--- config.mk ---
export PLATFORM = sky130hd
export DESIGN_NAME = kgp_control_sequencer
export DESIGN_NICKNAME = d
export VERILOG_FILES = /design/src/rtl/kgp_isa_pkg.sv /design/src/rtl/kgp_main_decoder.sv /design/src/rtl/kgp_control_sequencer.sv
export SDC_FILE = /design/constraint.sdc
export NUM_CORES = 1
export LEC_CHECK = 0
export CORE_MARGIN = 2
export CORE_UTILIZATION = 45
export CTS_BUF_LIST = sky130_fd_sc_hd__clkbuf_8 sky130_fd_sc_hd__clkbuf_16
export DETAILED_ROUTE_END_ITERATION = 6
export PLACE_DENSITY = 0.74
export SYNTH_ARGS = -nofsm -noshare
export SYNTH_HDL_FRONTEND = slang
export SYNTH_SLANG_ARGS = --single-unit
export TNS_END_PERCENT = 50
--- constraint.sdc ---
create_clock -name clk -period 5.5 [get_ports clk]
set_input_delay 0.825 -clock clk [delete_from_list [all_inputs] [get_ports clk]]
set_output_delay 0.825 -clock clk [all_outputs]
set_load 0.05 [all_outputs]
--- src/rtl/kgp_isa_pkg.sv ---
// KGPMini ISA constants shared by the control sequencer and its decoder.
// Opcodes, ALU control codes, sequencer states and instruction classes.
package kgp_isa_pkg;

  localparam int unsigned XLEN     = 32;
  localparam int unsigned OP_W     = 6;
  localparam int unsigned FLAG_W   = 3;
  localparam int unsigned ALUOP_W  = 3;
  localparam int unsigned ALUSEL_W = 2;

  localparam logic [OP_W-1:0] OP_RTYPE = 6'b000000;
  localparam logic [OP_W-1:0] OP_ADDI  = 6'b000001;
  localparam logic [OP_W-1:0] OP_COMPI = 6'b000010;
  localparam logic [OP_W-1:0] OP_LW    = 6'b000011;
  localparam logic [OP_W-1:0] OP_SW    = 6'b000100;
  localparam logic [OP_W-1:0] OP_BR    = 6'b000101;
  localparam logic [OP_W-1:0] OP_BLTZ  = 6'b000110;
  localparam logic [OP_W-1:0] OP_BZ    = 6'b000111;
  localparam logic [OP_W-1:0] OP_BNZ   = 6'b001000;
  localparam logic [OP_W-1:0] OP_BL    = 6'b001001;
  localparam logic [OP_W-1:0] OP_BCY   = 6'b001010;
  localparam logic [OP_W-1:0] OP_BNCY  = 6'b001011;
  localparam logic [OP_W-1:0] OP_JR    = 6'b001100;
  localparam logic [OP_W-1:0] OP_HALT  = 6'b111111;

  localparam logic [ALUOP_W-1:0] ALUOP_FUNCT = 3'b000;
  localparam logic [ALUOP_W-1:0] ALUOP_ADD   = 3'b001;
  localparam logic [ALUOP_W-1:0] ALUOP_COMP  = 3'b010;
  localparam logic [ALUOP_W-1:0] ALUOP_PASS  = 3'b011;

  localparam logic [ALUSEL_W-1:0] ALUSEL_RT   = 2'b00;
  localparam logic [ALUSEL_W-1:0] ALUSEL_ZERO = 2'b01;
  localparam logic [ALUSEL_W-1:0] ALUSEL_IMM  = 2'b10;

  localparam int unsigned FLAG_SIGN  = 2;
  localparam int unsigned FLAG_ZERO  = 1;
  localparam int unsigned FLAG_CARRY = 0;

  typedef enum logic [2:0] {
    ST_FETCH, ST_DECODE, ST_EXEC, ST_MEM, ST_WB, ST_HALT
  } state_e;

  typedef enum logic [2:0] {
    CLS_ALU, CLS_LOAD, CLS_STORE, CLS_BRANCH, CLS_LINK, CLS_JR, CLS_HALT, CLS_NOP
  } instr_class_e;

  typedef enum logic [2:0] {
    COND_ALWAYS, COND_SIGN, COND_ZERO, COND_NZERO, COND_CARRY, COND_NCARRY
  } cond_e;

  // Branch-taken test against the {sign, zero, carry} flags.
  function automatic logic cond_met(input cond_e c, input logic [FLAG_W-1:0] f);
    case (c)
      COND_SIGN:   return f[FLAG_SIGN];
      COND_ZERO:   return f[FLAG_ZERO];
      COND_NZERO:  return !f[FLAG_ZERO];
      COND_CARRY:  return f[FLAG_CARRY];
      COND_NCARRY: return !f[FLAG_CARRY];
      default:     return 1'b1;
    endcase
  endfunction

endpackage

--- src/rtl/kgp_main_decoder.sv ---
// Combinational main decoder: latched opcode to instruction class,
// ALU controls and branch-condition select.
module kgp_main_decoder
  import kgp_isa_pkg::*;
(
  input  logic [OP_W-1:0]     op,
  output instr_class_e        cls_c,
  output logic [ALUOP_W-1:0]  alu_op_c,
  output logic [ALUSEL_W-1:0] alu_sel_c,
  output cond_e               cond_c
);

  always_comb begin
    cls_c     = CLS_NOP;
    alu_op_c  = ALUOP_FUNCT;
    alu_sel_c = ALUSEL_RT;
    cond_c    = COND_ALWAYS;
    case (op)
      OP_RTYPE: cls_c = CLS_ALU;
      OP_ADDI: begin
        cls_c     = CLS_ALU;
        alu_op_c  = ALUOP_ADD;
        alu_sel_c = ALUSEL_IMM;
      end
      OP_COMPI: begin
        cls_c     = CLS_ALU;
        alu_op_c  = ALUOP_COMP;
        alu_sel_c = ALUSEL_IMM;
      end
      OP_LW, OP_SW: begin
        cls_c     = (op == OP_LW) ? CLS_LOAD : CLS_STORE;
        alu_op_c  = ALUOP_ADD;
        alu_sel_c = ALUSEL_IMM;
      end
      // Control transfers all pass rs through the ALU (rs + 0).
      OP_BR, OP_BLTZ, OP_BZ, OP_BNZ, OP_BCY, OP_BNCY: begin
        cls_c     = CLS_BRANCH;
        alu_op_c  = ALUOP_PASS;
        alu_sel_c = ALUSEL_ZERO;
        case (op)
          OP_BLTZ: cond_c = COND_SIGN;
          OP_BZ:   cond_c = COND_ZERO;
          OP_BNZ:  cond_c = COND_NZERO;
          OP_BCY:  cond_c = COND_CARRY;
          OP_BNCY: cond_c = COND_NCARRY;
          default: cond_c = COND_ALWAYS;
        endcase
      end
      OP_BL, OP_JR: begin
        cls_c     = (op == OP_BL) ? CLS_LINK : CLS_JR;
        alu_op_c  = ALUOP_PASS;
        alu_sel_c = ALUSEL_ZERO;
      end
      OP_HALT: cls_c = CLS_HALT;
      default: cls_c = CLS_NOP;
    endcase
  end

endmodule

--- src/rtl/kgp_control_sequencer.sv ---
// KGPMini multi-cycle control sequencer and program counter.
// Strobes are Moore outputs of state + latched opcode; reset masks them immediately.
module kgp_control_sequencer
  import kgp_isa_pkg::*;
#(
  parameter logic [XLEN-1:0] RESET_PC = 32'd0
) (
  input  logic                clk,
  input  logic                reset,
  input  logic [OP_W-1:0]     opcode,
  input  logic [FLAG_W-1:0]   flags,
  input  logic [XLEN-1:0]     imm_ext,
  input  logic [XLEN-1:0]     alu_result,
  output logic [XLEN-1:0]     PCout,
  output logic                RegWrite,
  output logic                MemRead,
  output logic                MemWrite,
  output logic                MemtoReg,
  output logic                DataPCSel,
  output logic                RegSelect,
  output logic [ALUOP_W-1:0]  ALUop,
  output logic [ALUSEL_W-1:0] ALUinSel,
  output logic                halted
);

  state_e               state_q, state_d;
  logic [OP_W-1:0]      op_q;
  logic [XLEN-1:0]      pc_q, pc_d, pc_seq, pc_rel;
  instr_class_e         cls_c;
  logic [ALUOP_W-1:0]   alu_op_c;
  logic [ALUSEL_W-1:0]  alu_sel_c;
  cond_e                cond_c;

  kgp_main_decoder u_dec (
    .op        (op_q),
    .cls_c     (cls_c),
    .alu_op_c  (alu_op_c),
    .alu_sel_c (alu_sel_c),
    .cond_c    (cond_c)
  );

  assign pc_seq = pc_q + XLEN'(1);
  assign pc_rel = pc_seq + imm_ext;
  assign PCout  = pc_q;

  always_ff @(posedge clk) begin
    if (reset) begin
      state_q <= ST_FETCH;
      pc_q    <= RESET_PC;
      op_q    <= OP_RTYPE;
    end else begin
      state_q <= state_d;
      pc_q    <= pc_d;
      if (state_q == ST_DECODE) op_q <= opcode;
    end
  end

  // Next state, PC update at the last state of each instruction, and strobes.
  always_comb begin
    state_d   = state_q;
    pc_d      = pc_q;
    RegWrite  = 1'b0;
    MemRead   = 1'b0;
    MemWrite  = 1'b0;
    MemtoReg  = 1'b0;
    DataPCSel = 1'b0;
    RegSelect = 1'b0;
    ALUop     = ALUOP_FUNCT;
    ALUinSel  = ALUSEL_RT;
    halted    = 1'b0;
    case (state_q)
      ST_FETCH:  state_d = ST_DECODE;
      ST_DECODE: state_d = ST_EXEC;
      ST_EXEC: begin
        ALUop    = alu_op_c;
        ALUinSel = alu_sel_c;
        case (cls_c)
          CLS_ALU, CLS_LINK:   state_d = ST_WB;
          CLS_LOAD, CLS_STORE: state_d = ST_MEM;
          CLS_BRANCH: begin
            state_d = ST_FETCH;
            pc_d    = cond_met(cond_c, flags) ? pc_rel : pc_seq;
          end
          CLS_JR: begin
            state_d = ST_FETCH;
            pc_d    = alu_result;
          end
          CLS_HALT: state_d = ST_HALT;
          default: begin
            state_d = ST_FETCH;
            pc_d    = pc_seq;
          end
        endcase
      end
      ST_MEM: begin
        ALUop    = alu_op_c;
        ALUinSel = alu_sel_c;
        if (cls_c == CLS_LOAD) begin
          MemRead = 1'b1;
          state_d = ST_WB;
        end else begin
          MemWrite = 1'b1;
          state_d  = ST_FETCH;
          pc_d     = pc_seq;
        end
      end
      ST_WB: begin
        ALUop    = alu_op_c;
        ALUinSel = alu_sel_c;
        RegWrite = 1'b1;
        state_d  = ST_FETCH;
        if (cls_c == CLS_LINK) begin
          RegSelect = 1'b1;
          DataPCSel = 1'b1;
          pc_d      = pc_rel;
        end else begin
          MemtoReg = (cls_c == CLS_ALU);
          pc_d     = pc_seq;
        end
      end
      ST_HALT: halted = 1'b1;
      default: state_d = ST_FETCH;
    endcase
    // Reset dominates every output in the cycle it is asserted.
    if (reset) begin
      RegWrite  = 1'b0;
      MemRead   = 1'b0;
      MemWrite  = 1'b0;
      MemtoReg  = 1'b0;
      DataPCSel = 1'b0;
      RegSelect = 1'b0;
      ALUop     = ALUOP_FUNCT;
      ALUinSel  = ALUSEL_RT;
      halted    = 1'b0;
    end
  end

endmodule

==> results.cfg <==
[synth]
ys_seq_area_share_pct = 16.80
syn_area_per_cell_um2 = 7.646
ys_warn_count = 0
syn_nets = 753
synth_edf_count = 0
synth.top_cells.by_count = a21oi_1 (55), nand2_1 (54), o21ai_0 (53), nor2_1 (44), dfxtp_1 (41)
synth_most_common_cell = a21oi_1
synth_flop_cell = dfxtp_1
synth_seq_cells = 41
async_flop_share_pct = 0
synth.area.top_cells = dfxtp_1 (17%), ha_1 (9.7%), xnor2_1 (6.8%), a21oi_1 (5.6%), o21ai_0 (5.4%)
syn-cell-area_um2 = 4886
synth_top_area_cell = dfxtp_1
ys_types = 67
yosys.area.top_type_share_pct = 16.80
synthCells = 639

[worst_setup_path]
setup.worst_path.start = PCout[0]
path_max_fanout = 7
startpoint_type = flip-flop
end_kind = flip-flop
r2r_start = PCout[0]
worstPathArrival_ns = 4.43
crit_required_ns = 5.72
path_class = flip-flop to flip-flop

[worst_hold_path]
hp-class = flip-flop to flip-flop
min-delay-start = state_q[2]

[timing]
period_needed_ns = 4.212
slew_violations = 0
fmax_mhz = 237.4
rsz0062_at_grt = false
finalHoldViolations = 0
relSlewSlack_pct = 38.14
setup_tns_ns = 0
setup_violations = 0
fin_ws_ns = 1.288
post-route-period-util_pct = 76.58
finClkSkew_ns = 0.01142
tightest_slew_ns = 0.9208
holdWs_ns = 0.5913

[route]
dr_total_vias = 5280
ant_nets = 0
vias_per_cell = 6.076
wl_per_cell_um = 17.59
dr.pass1.iters = 5
wl_mm = 15.29
route.detailed.drc = 0
first_iter_violations = 351

[floorplan]
start_util_pct = 45.67
die_area_um2 = 11710
die_width_um = 108.2
die_h_um = 108.2
core_area_um2 = 10700
io_pins = 119
num_rows = 38

[power]
power.leakage_uw = 0.002391
power_density_nw_per_um2 = 230.0
ir_drop_mv = 0.1035

[global_route]
grt_pass1_vias = 5176
grt_max_degree = 37
grt_pass1_wl_mm = 25.13
grt_usage_pct = 26.27
grt_overflow = 0
antenna_found_initial = 0

[status]
status = complete, no violations

[finish]
fin_util_pct = 57.57
diodes = 0
synthToLayoutAreaGrowth_pct = 26.04
seq_area_um2 = 820.8
fin_nets = 843
multi_input_area_um2 = 3792
final.fill_count = 1011
drive_above_1_share_pct = 7.956

[place]
hpwl_mm = 11.66
io_buffer_count = 117
place_ws_ns = 1.337
globalplace.congestion = 0.9450

[clock_tree]
path_clk_slew_ns = 0.09
cts_root_buffer = clkbuf_8
cts_tree = built
numCtsBuffers = 5
clock-sinks = 41
cts_hold_buf = 0
cts_max_path_buffers = 2
cts_resized = 0
cts-htree-levels = 2
postCtsSetupBuffers = 0
clock_latency_ns = 0.29

[run]
maxCapViolCount = 0
==> cells by family after synthesis <==
logic type                 Yosys count  share of synthesized area, %
AOI/OAI and AO/OA                  229                         34.08
and+or+nand+nor                    207                         21.59
buffers and inverters               58                         5.659
xor gates and xnor gates            57                         10.22
DFF                                 41                         16.80
adders and majority gates           39                         10.14
muxes                                7                         1.434
other                                1                       0.07675
==> power breakdown <==
part / leakage [µW] / internal (µW) / switching [µW]
Sequential: 0.000334 / 334 / 63.8
Combinational: 0.00201 / 325 / 482
Clock: 0.0000485 / 98.2 / 113
==> critical path, cell delays in order, from the launching register on <==
cell and delay [ns]:
dfxtp_1 0.44, ha_1 0.28, and3_1 0.26, nor2b_1 0.44
nand3_1 0.16, xnor2_1 0.24, ha_1 0.32, a21oi_1 0.20
o21ai_0 0.14, a2111oi_0 0.43, a21oi_1 0.10, a41oi_2 0.33
o21ai_0 0.21, a21o_1 0.22, a211o_1 0.28, o211ai_1 0.09
==> layout by cell type, fill, tap and decap left out, types with 11 or more instances in the layout <==
cell type	synthesis	final
a21oi_1	55	55
nand4_1	14	14
nand3_1	25	25
nor2_1	44	44
a21o_1	11	11
and3_1	12	12
xor2_1	19	19
xnor2_1	38	38
inv_1	17	18
o21ai_0	53	53
a21oi_2	18	18
nand2_1	54	54
dfxtp_1	41	41
a221oi_2	11	11
nor3_1	11	11
ha_1	38	38
clkdlybuf4s50_1	0	117
==> per-stage QoR <==
stage                     power, µW  cell area, µm²  instances
after floorplan               969.5            4886        639
after global placement         1185            6072        862
after detailed placement       1194            6072        862
after CTS                      1414            6158        869
after global routing           1505            6158        869
final                          1416            6158        869
==> final timing paths <==
path	to	slack, ns	cells past startpoint
worst max-delay path	PCout[25]	1.29	15
worst min-delay path	state_q[1]	0.59	1
worst min register to register	state_q[1]	0.59	1
worst max register to register	PCout[25]	1.29	15
==> flip-flops by register name, indices dropped and copies added, names as in the netlist <==
| name | count |
|---|---|
| state_q | 3 |
| PCout | 32 |
| op_q | 6 |
==> routing by layer <==
metal  vias up  part of all wire (%)  GRT usage [%]
met3        17                   7.4          3.195
met5         -                     0              0
met2       234                    46          44.20
met4         0                   1.2          5.220
li1       2558                     -              -
met1      2471                    46          36.22
==> layout make-up <==
cell class,instances,area share (%)
clock buffer,6,1.341
tap,140,2.844
multi-input combinational,540,61.58
sequential,41,13.33
timing repair buffer,123,19.75
inverter,18,1.097
clock inverter,1,0.06095
No activity file was read; power rests on OpenSTA's default activity.
